--- config.mk ---
export PLATFORM = sky130hd
export DESIGN_NAME = muldiv_sequencer
export DESIGN_NICKNAME = d
export VERILOG_FILES = /design/src/rtl/mips_pkg.sv /design/src/rtl/muldiv_core.sv /design/src/rtl/muldiv_sequencer.sv
export SDC_FILE = /design/constraint.sdc
export NUM_CORES = 1
export LEC_CHECK = 0
export CAP_MARGIN = 0
export CELL_PAD_IN_SITES_DETAIL_PLACEMENT = 1
export CELL_PAD_IN_SITES_GLOBAL_PLACEMENT = 1
export CORE_MARGIN = 4
export CORE_UTILIZATION = 44
export CTS_BUF_LIST = sky130_fd_sc_hd__clkbuf_2 sky130_fd_sc_hd__clkbuf_4 sky130_fd_sc_hd__clkbuf_8
export CTS_CLUSTER_DIAMETER = 50
export DETAILED_ROUTE_END_ITERATION = 12
export PLACE_DENSITY_LB_ADDON = 0.1
export REMOVE_ABC_BUFFERS = 1
export SYNTH_ARGS = -nofsm -noshare
export SYNTH_HDL_FRONTEND = slang
export SYNTH_SLANG_ARGS = --single-unit
--- constraint.sdc ---
create_clock -name clk -period 3.75 [get_ports clk]
set_input_delay 0.75 -clock clk [delete_from_list [all_inputs] [get_ports clk]]
set_output_delay 0.75 -clock clk [all_outputs]
set_load 0.02 [all_outputs]
--- src/rtl/mips_pkg.sv ---
// Shared ALU_OP encodings and MULT/DIV sequencer state type.
package mips_pkg;

    localparam int unsigned ALU_OP_W = 5;

    localparam logic [ALU_OP_W-1:0] ALU_OP_MULT = 5'b00110;
    localparam logic [ALU_OP_W-1:0] ALU_OP_DIV  = 5'b00111;

    typedef enum logic [1:0] {
        IDLE = 2'd0,
        CALC = 2'd1,
        FIX  = 2'd2
    } md_state_t;

    // True for the two encodings that launch a multi-cycle operation.
    function automatic logic is_muldiv(input logic [ALU_OP_W-1:0] op);
        return (op == ALU_OP_MULT) || (op == ALU_OP_DIV);
    endfunction

endpackage

--- src/rtl/muldiv_core.sv ---
// One iteration of shift-add multiply or restoring shift-subtract divide on magnitudes.
module muldiv_core #(
    parameter int unsigned DATA_W = 32
) (
    input  logic              op_div,
    input  logic [DATA_W-1:0] acc_hi,
    input  logic [DATA_W-1:0] acc_lo,
    input  logic [DATA_W-1:0] m,
    output logic [DATA_W-1:0] acc_hi_nxt_c,
    output logic [DATA_W-1:0] acc_lo_nxt_c
);

    logic [DATA_W:0]   sum;
    logic [DATA_W:0]   shifted;
    logic [DATA_W-1:0] diff;
    logic              ge;

    // MULT: {acc_hi,acc_lo} is product/multiplier; DIV: acc_hi remainder, acc_lo dividend->quotient.
    always_comb begin
        sum     = {1'b0, acc_hi} + (acc_lo[0] ? {1'b0, m} : {(DATA_W+1){1'b0}});
        shifted = {acc_hi, acc_lo[DATA_W-1]};
        ge      = (shifted >= {1'b0, m});
        // Difference is below the divisor whenever it is used, so DATA_W bits suffice.
        diff    = shifted[DATA_W-1:0] - m;
        if (op_div) begin
            acc_hi_nxt_c = ge ? diff : shifted[DATA_W-1:0];
            acc_lo_nxt_c = {acc_lo[DATA_W-2:0], ge};
        end else begin
            acc_hi_nxt_c = sum[DATA_W:1];
            acc_lo_nxt_c = {sum[0], acc_lo[DATA_W-1:1]};
        end
    end

endmodule

--- src/rtl/muldiv_sequencer.sv ---
// Multi-cycle signed MULT/DIV unit holding the architectural HI/LO registers.
module muldiv_sequencer
    import mips_pkg::*;
#(
    parameter int unsigned DATA_W = 32
) (
    input  logic                clk,
    input  logic                rst_n,
    input  logic                start,
    input  logic [ALU_OP_W-1:0] ALU_OP,
    input  logic [DATA_W-1:0]   op_a,
    input  logic [DATA_W-1:0]   op_b,
    input  logic                flush,
    input  logic                hi_we,
    input  logic                lo_we,
    input  logic [DATA_W-1:0]   wr_data,
    output logic                busy,
    output logic                done,
    output logic [DATA_W-1:0]   hi,
    output logic [DATA_W-1:0]   lo
);

    localparam int unsigned CNT_W = $clog2(DATA_W) + 1;

    md_state_t           state_q, state_nxt;
    logic [CNT_W-1:0]    cnt_q;
    logic [DATA_W-1:0]   acc_hi_q, acc_lo_q, m_q;
    logic [DATA_W-1:0]   acc_hi_step, acc_lo_step;
    logic                op_div_q, neg_quot_q, neg_rem_q, div_zero_q;
    logic                accept, fix;
    logic [DATA_W-1:0]   a_mag, b_mag;
    logic [2*DATA_W-1:0] prod_mag, prod_signed;
    logic [DATA_W-1:0]   res_hi, res_lo;

    muldiv_core #(.DATA_W(DATA_W)) u_core (
        .op_div       (op_div_q),
        .acc_hi       (acc_hi_q),
        .acc_lo       (acc_lo_q),
        .m            (m_q),
        .acc_hi_nxt_c (acc_hi_step),
        .acc_lo_nxt_c (acc_lo_step)
    );

    // State register.
    always_ff @(posedge clk or negedge rst_n) begin
        if (!rst_n) state_q <= IDLE;
        else        state_q <= state_nxt;
    end

    // Next-state logic; flush overrides everything, including a same-cycle start.
    always_comb begin
        state_nxt = state_q;
        accept    = 1'b0;
        fix       = 1'b0;
        case (state_q)
            IDLE: begin
                if (start && is_muldiv(ALU_OP)) begin
                    accept    = 1'b1;
                    state_nxt = CALC;
                end
            end
            CALC: begin
                if (cnt_q == CNT_W'(DATA_W - 1)) state_nxt = FIX;
            end
            FIX: begin
                fix       = 1'b1;
                state_nxt = IDLE;
            end
            default: state_nxt = IDLE;
        endcase
        if (flush) begin
            state_nxt = IDLE;
            accept    = 1'b0;
            fix       = 1'b0;
        end
    end

    // Operand magnitudes; INT_MIN maps onto itself as an unsigned magnitude.
    always_comb begin
        a_mag = op_a[DATA_W-1] ? DATA_W'(-op_a) : op_a;
        b_mag = op_b[DATA_W-1] ? DATA_W'(-op_b) : op_b;
    end

    // Sign fix-up of the magnitude results.
    always_comb begin
        prod_mag    = {acc_hi_q, acc_lo_q};
        prod_signed = neg_quot_q ? (2*DATA_W)'(-prod_mag) : prod_mag;
        if (op_div_q) begin
            res_lo = neg_quot_q ? DATA_W'(-acc_lo_q) : acc_lo_q;
            res_hi = neg_rem_q  ? DATA_W'(-acc_hi_q) : acc_hi_q;
            if (div_zero_q) res_lo = {DATA_W{1'b1}};
        end else begin
            res_hi = prod_signed[2*DATA_W-1:DATA_W];
            res_lo = prod_signed[DATA_W-1:0];
        end
    end

    // Iteration counter and datapath registers.
    always_ff @(posedge clk or negedge rst_n) begin
        if (!rst_n) begin
            cnt_q      <= '0;
            acc_hi_q   <= '0;
            acc_lo_q   <= '0;
            m_q        <= '0;
            op_div_q   <= 1'b0;
            neg_quot_q <= 1'b0;
            neg_rem_q  <= 1'b0;
            div_zero_q <= 1'b0;
        end else if (accept) begin
            cnt_q      <= '0;
            acc_hi_q   <= '0;
            acc_lo_q   <= a_mag;
            m_q        <= b_mag;
            op_div_q   <= (ALU_OP == ALU_OP_DIV);
            neg_quot_q <= op_a[DATA_W-1] ^ op_b[DATA_W-1];
            neg_rem_q  <= op_a[DATA_W-1];
            div_zero_q <= (ALU_OP == ALU_OP_DIV) && (op_b == '0);
        end else if (state_q == CALC && !flush) begin
            cnt_q    <= cnt_q + CNT_W'(1);
            acc_hi_q <= acc_hi_step;
            acc_lo_q <= acc_lo_step;
        end
    end

    // Registered status outputs.
    always_ff @(posedge clk or negedge rst_n) begin
        if (!rst_n) begin
            busy <= 1'b0;
            done <= 1'b0;
        end else begin
            busy <= (state_nxt != IDLE);
            done <= fix;
        end
    end

    // HI/LO: result write on FIX, MTHI/MTLO only while idle.
    always_ff @(posedge clk or negedge rst_n) begin
        if (!rst_n) begin
            hi <= '0;
            lo <= '0;
        end else if (fix) begin
            hi <= res_hi;
            lo <= res_lo;
        end else if (state_q == IDLE) begin
            if (hi_we) hi <= wr_data;
            if (lo_we) lo <= wr_data;
        end
    end

endmodule

Yosys cells after proc, flatten, opt, wreduce, memory -nomap -nowiden
Cells that the tools add are included.
{ "classes": {"div_mod_pow": 0, "bitwise_logic": 1, "n_lt_le_gt_ge": 1, "multipliers": 0, "add_sub_neg": 8, "n_reduce_logical": 14, "shift": 0, "eq_ne": 5, "mux": 33} }
{ "ops": {"columns": ["cell", "n"], "rows": [
  ["$mux 32", 21],
  ["$neg 32->32", 4],
  ["$mux 64", 1],
  ["$neg 64->64", 1],
  ["$add 32x33->33", 1],
  ["$ge 33x32->1", 1],
  ["$logic_not 32->1", 1],
  ["$sub 32x32->32", 1],
  ["$mux 6", 2],
  ["$eq 5x3->1 const B", 2],
  ["$reduce_bool 2->1", 5],
  ["$add 6x1->6 const B", 1],
  ["$eq 6x5->1 const B", 1],
  ["$mux 2", 3],
  ["$mux 1", 5],
  ["$pmux 2 s2", 1],
  ["$reduce_and 2->1", 2],
  ["$logic_and 1x1->1", 3],
  ["$eq 2x1->1 const B", 1],
  ["$eq 2x2->1 const B", 1],
  ["$logic_not 2->1", 1],
  ["$logic_not 1->1", 1],
  ["$logic_or 1x1->1", 1],
  ["$xor 1x1->1", 1]
]} }
{ "word_totals": {"mem_bits_ro": 0, "out_inout_bits": 66, "mem_bits_rw": 0, "memories": 0, "register_bits": 174, "latch_bits": 0, "in_bits": 107, "wordCells": 75} }

Depth between registers and ports, before layout
{ "logic_depth": {"ltp_word": 7, "ltp_mapped": 14, "depth_no_buf": 13} }

Cells and area by module
A second synthesis with hierarchy kept.
{ "unflattened": {"hier_cells": 1944, "area_unflattened_um2": 15583.7} }
{ "modules_own_cells": {"columns": ["mod", "n_inst", "area_per_inst_um2", "seq_area_each_um2", "cells_each"], "rows": [
  ["muldiv_sequencer", 1, 10664.0, 4354.2, 1244],
  ["muldiv_core", 1, 4919.7, 0.0, 700]
]} }

Least setup slack after synthesis
OpenSTA, ideal clock, no wires.
{ "synth_path": {"path_kind": "register to register", "startpoint": "register acc_lo_q[0]", "endpoint": "register acc_hi_q[31]", "synth_period_minus_slack_ps": 3110, "t_arrival_ps": 2989, "path_slack_ps": 640, "required_ps": 3628, "stages_incl_launch_ff": 15, "n_path_buf": 2, "setup_ps": 122, "cell_sequence": "dfrtp_1 inv_1 clkbuf_1 nor2_1 ha_1 clkbuf_1 a21oi_1 inv_1 a211o_1 a211o_1 o2111ai_1 o211ai_1 o21ai_0 o311ai_0 a32o_1"} }
{ "synth_via": {"elab_chain_cells": 5} }
{ "synth_lines": {"columns": ["item", "line_no", "source"], "rows": [
  ["start: declaration", "muldiv_sequencer.sv:27", "logic [DATA_W-1:0] acc_hi_q, acc_lo_q, m_q;"],
  ["start signal: assignment", "muldiv_sequencer.sv:112", "acc_lo_q <= a_mag;"],
  ["start signal: assignment", "muldiv_sequencer.sv:121", "acc_lo_q <= acc_lo_step;"],
  ["$mux 32", "muldiv_core.sv:20", "sum = {1'b0, acc_hi} + (acc_lo[0] ? {1'b0, m} : {(DATA_W+1){1'b0}});"],
  ["$add 32x33->33", "muldiv_core.sv:20", null],
  ["$mux 32", "muldiv_core.sv:25", "if (op_div) begin"],
  ["$mux 32", "muldiv_sequencer.sv:118", "end else if (state_q == CALC && !flush) begin"],
  ["$mux 32", "muldiv_sequencer.sv:109", "end else if (accept) begin"],
  ["end signal: assignment", "muldiv_sequencer.sv:120", "acc_hi_q <= acc_hi_step;"],
  ["end: declaration", "muldiv_sequencer.sv:27", null]
]} }
No other way between the ends. The select of a mux whose other input is x is not followed.
A chain may end at the register's enable or synchronous reset.

Worst setup path after layout
{ "layout_path": {"startpoint": "register acc_lo_q[0]", "endpoint": "register acc_hi_q[30]"} }
The elaborated chain is that of the path after synthesis.

==> results.py <==
metrics = {
    "clock_tree": {
        "clock_latency_ns": 0.53,
        "cts_repair_resize_count": 0,
        "clockRootBuffer": "clkbuf_8",
        "clkTransAtPathRegs_ns": 0.10,
        "ctsHtreeMaxLevel": 4,
        "ctsHoldBuffers": 0,
        "postCtsSetupRepairBufs": 0,
        "cts_tree": "done",
        "cts.sinks": 174,
        "cts_buffer_depth": 2,
        "cts-buffers-inserted": 17,
    },
    "power": {
        "pwr_density_cell_nw_per_um2": 483,
        "irDropWorstVdd_uv": 296,
        "leakage_nw": 7.60,
    },
    "placed_design": {
        "numPortBuffers": 172,
        "dp_slack_ns": -0.0905,
        "post-dp-hpwl_mm": 44.0,
        "placed_area_sq_um": 17200,
        "gp_congestion": 0.953,
    },
    "synthesis": {
        "synth_fa_ha_area_share_pct": 6.30,
        "synth_top_family_by_area": "compound AO/OA/AOI/OAI gates",
        "synth-compound-area-share_pct": 24.5,
        "synth_xor_xnor_area_share_pct": 10.1,
        "synth_top_area_share_pct": 30.3,
        "synth_area_sq_um": 14300,
        "async_flop_share_pct": 100,
        "yosys-top-cells-area": "dfrtp_1, xor2_1, nand2_1, o21ai_0, ha_1",
        "synth-seq-cells": 174,
        "synth_top_area_cell": "dfrtp_1",
        "synth_area_per_cell_sq_um": 8.17,
        "synth_mux_area_share_pct": 6.23,
        "yosysWarnings": 0,
        "yosys.area_share.simple_pct": 17.8,
        "ys_seq_area_share_pct": 30.3,
        "synth_cell_types": 81,
        "synth_edf_count": 0,
        "synth_top_flop_cell": "dfrtp_1",
        "netlist_instances": 1756,
    },
    "worst_setup_path": {
        "crit_path_end_kind": "register",
        "reg2reg_depth": 14,
        "cp_data_required_time_ns": 4.17,
        "r2r-end": "acc_hi_q[30]",
        "crit_path_start_kind": "register",
        "crit_type": "reg2reg",
        "reg2reg_slack_ns": 0.22,
        "cp_max_fo": 18,
        "crit_arrival_ns": 3.95,
        "r2r-start": "acc_lo_q[0]",
    },
    "timing": {
        "finalClockSkew_ns": 0.0242,
        "fin_crit_sh_pct": 94.2,
        "min_period_ns": 3.53,
        "slew_viol_final": 0,
        "tightest_slew_ns": 1.02,
        "final-setup-viol-count": 0,
        "relSlewSlack_pct": 32.0,
        "grt_setup_unrepaired": "no",
        "hold_viol": 0,
        "max_freq_mhz": 283,
        "worst_slack_ns": 0.216,
    },
    "die": {
        "pin_count": 173,
        "std_cell_rows": 65,
        "start_util_pct": 45.0,
        "die_h_um": 189,
        "core-area_sq_um": 31900,
        "die_w_um": 189,
        "dieArea_sq_um": 35600,
    },
    "detailed_routing": {
        "vias_per_cell": 6.13,
        "routed_wl_mm": 56.8,
        "ant_nets": 0,
        "firstDrtPassIters": 5,
        "drc": 0,
        "wl_per_cell_um": 23.5,
        "num_vias": 14800,
        "drtIter0Drc": 1017,
    },
    "grt": {
        "grt_pass1_vias": 15600,
        "antenna_found_initial": 0,
        "grt_max_degree": 63,
        "grt_pass1_wl_mm": 89.3,
        "overflow": 0,
        "grt.total_usage_pct": 31.5,
    },
    "outcome": {
        "status": "completed",
    },
    "layout": {
        "fillerInstances": 3852,
        "syn2layout_area_growth_pct": 22.6,
        "fin_nets": 2144,
        "fin_area_sq_um": 17600,
        "fin_util_pct": 55.2,
        "antenna_cells": 0,
        "drive_gt1_share_pct": 9.25,
    },
    "job": {
        "cap_violations": 0,
    },
    "min_path": {
        "worst_hold_path_type": "in2async",
    },
}
[report_power, final]
part / leakage [nW] / switching [W] / total (W) / internal, W
Combinational: 5.19 / 0.00261 / 0.00440 / 0.00179
Clock: 0.218 / 0.000808 / 0.00152 / 0.000707
Sequential: 2.19 / 0.000389 / 0.00257 / 0.00218
[cell usage after synthesis, types with 20 or more instances]
cell      count
xor2_1      115
or3_1        20
o211ai_1     38
o31ai_1      29
o21ai_0     181
inv_1        76
a21o_1       21
xnor2_1      50
o41ai_1      21
clkbuf_1     74
nand2_1     250
a21oi_1      87
dfrtp_1     174
a22oi_1      21
nor2_1       95
ha_1         69
a32oi_1      24
nor3_1       36
mux2i_1      86
nand3_1      31
[state kept, by name, summed over array words and instances (netlist names), 2 cells and up]
name and cells:
state_q 2, lo 32, acc_lo_q 32, hi 32, cnt_q 6, acc_hi_q 32, m_q 32
[metrics by stage]
step                      cells  hold slack [ns]  power (W)  setup TNS (ns)
after floorplan            1659            0.450    0.00519          -36.50
after global placement     2382            0.465    0.00674               0
after detailed placement   2382            0.476    0.00688          -0.183
after CTS                  2414            0.202    0.00842               0
after global routing       2414            0.204    0.00899               0
final                      2414            0.181    0.00849               0
[cells in the final DEF, fill, tap and decap left out, types with 4 or more instances in the layout]
cell type,synthesis,final
a31oi_1,15,15
a21o_1,21,21
a32oi_1,24,24
o22ai_1,7,7
o21bai_1,8,8
nand4_1,12,12
o21ai_1,18,18
xnor2_1,50,50
o21ai_0,181,181
nand2_1,250,250
or3_1,20,20
or4_1,11,11
nor2_1,95,93
dfrtp_1,174,173
o21a_1,10,10
nor3_1,36,36
o31ai_1,29,29
inv_1,76,75
clkbuf_8,0,19
buf_4,1,113
a21oi_1,87,86
nand3_1,31,30
a21boi_0,4,4
nand2b_1,15,15
xor2_1,115,115
clkdlybuf4s50_1,0,171
nor2b_1,11,11
nor4_1,11,11
a211oi_1,12,12
ha_1,69,69
and3_1,12,12
o221ai_1,11,11
o2111ai_1,4,4
a22oi_1,21,21
a211o_1,4,4
o41ai_1,21,21
mux2i_1,86,86
a32o_1,4,4
o211ai_1,38,38
[cell families (layout without fill, tap and decap cells)]
kind of cell,Yosys count,in the layout
AOI/OAI and AO/OA,544,544
xor gates and xnor gates,165,165
adders and majority gates,71,71
buffers and inverters,173,396
DFF,174,174
muxes,89,89
and+or+nand+nor,540,540
[final cells by class]
class	count	area (sq um)	share of cell area [%]
Clock buffer	20	269	1.53
Clock inverter	12	159	0.904
Inverter	76	285	1.62
Multi-Input combinational cell	1409	9340	53.1
Sequential cell	174	4360	24.8
Tap cell	435	544	3.09
Timing Repair Buffer	288	2630	15.0
[per-layer routing]
metal,routed length (um),global-route usage [%]
met4,1330,8.13
met1,25400,43.4
met5,0,0
met3,3200,5.06
met2,26900,51.8
[how the worst max path moves through the flow]
stage                            from            to  slack (ns)  depth (start not counted)
after floorplan           acc_hi_q[7]  acc_hi_q[30]       -1.28                         10
after global placement       op_b[10]       m_q[27]        0.05                          9
after detailed placement     op_b[10]       m_q[26]       -0.09                          9
after CTS                 acc_lo_q[0]  acc_hi_q[30]        0.27                         14
after global routing      acc_lo_q[0]  acc_hi_q[30]        0.01                         14
final                     acc_lo_q[0]  acc_hi_q[30]        0.22                         14
[critical path: stages (launching register included)]
cell and delay, ns:
dfrtp_1 0.42, inv_1 0.15, buf_12 0.19, nor2_1 0.06
ha_1 0.34, a21oi_1 0.21, nand2_1 0.08, o21ai_1 0.21
o41ai_1 0.10, buf_4 0.16, a311oi_1 0.60, o21ai_1 0.27
a21oi_1 0.26, mux2i_1 0.11, a32o_1 0.26
Power figures use the tool's default switching activity.
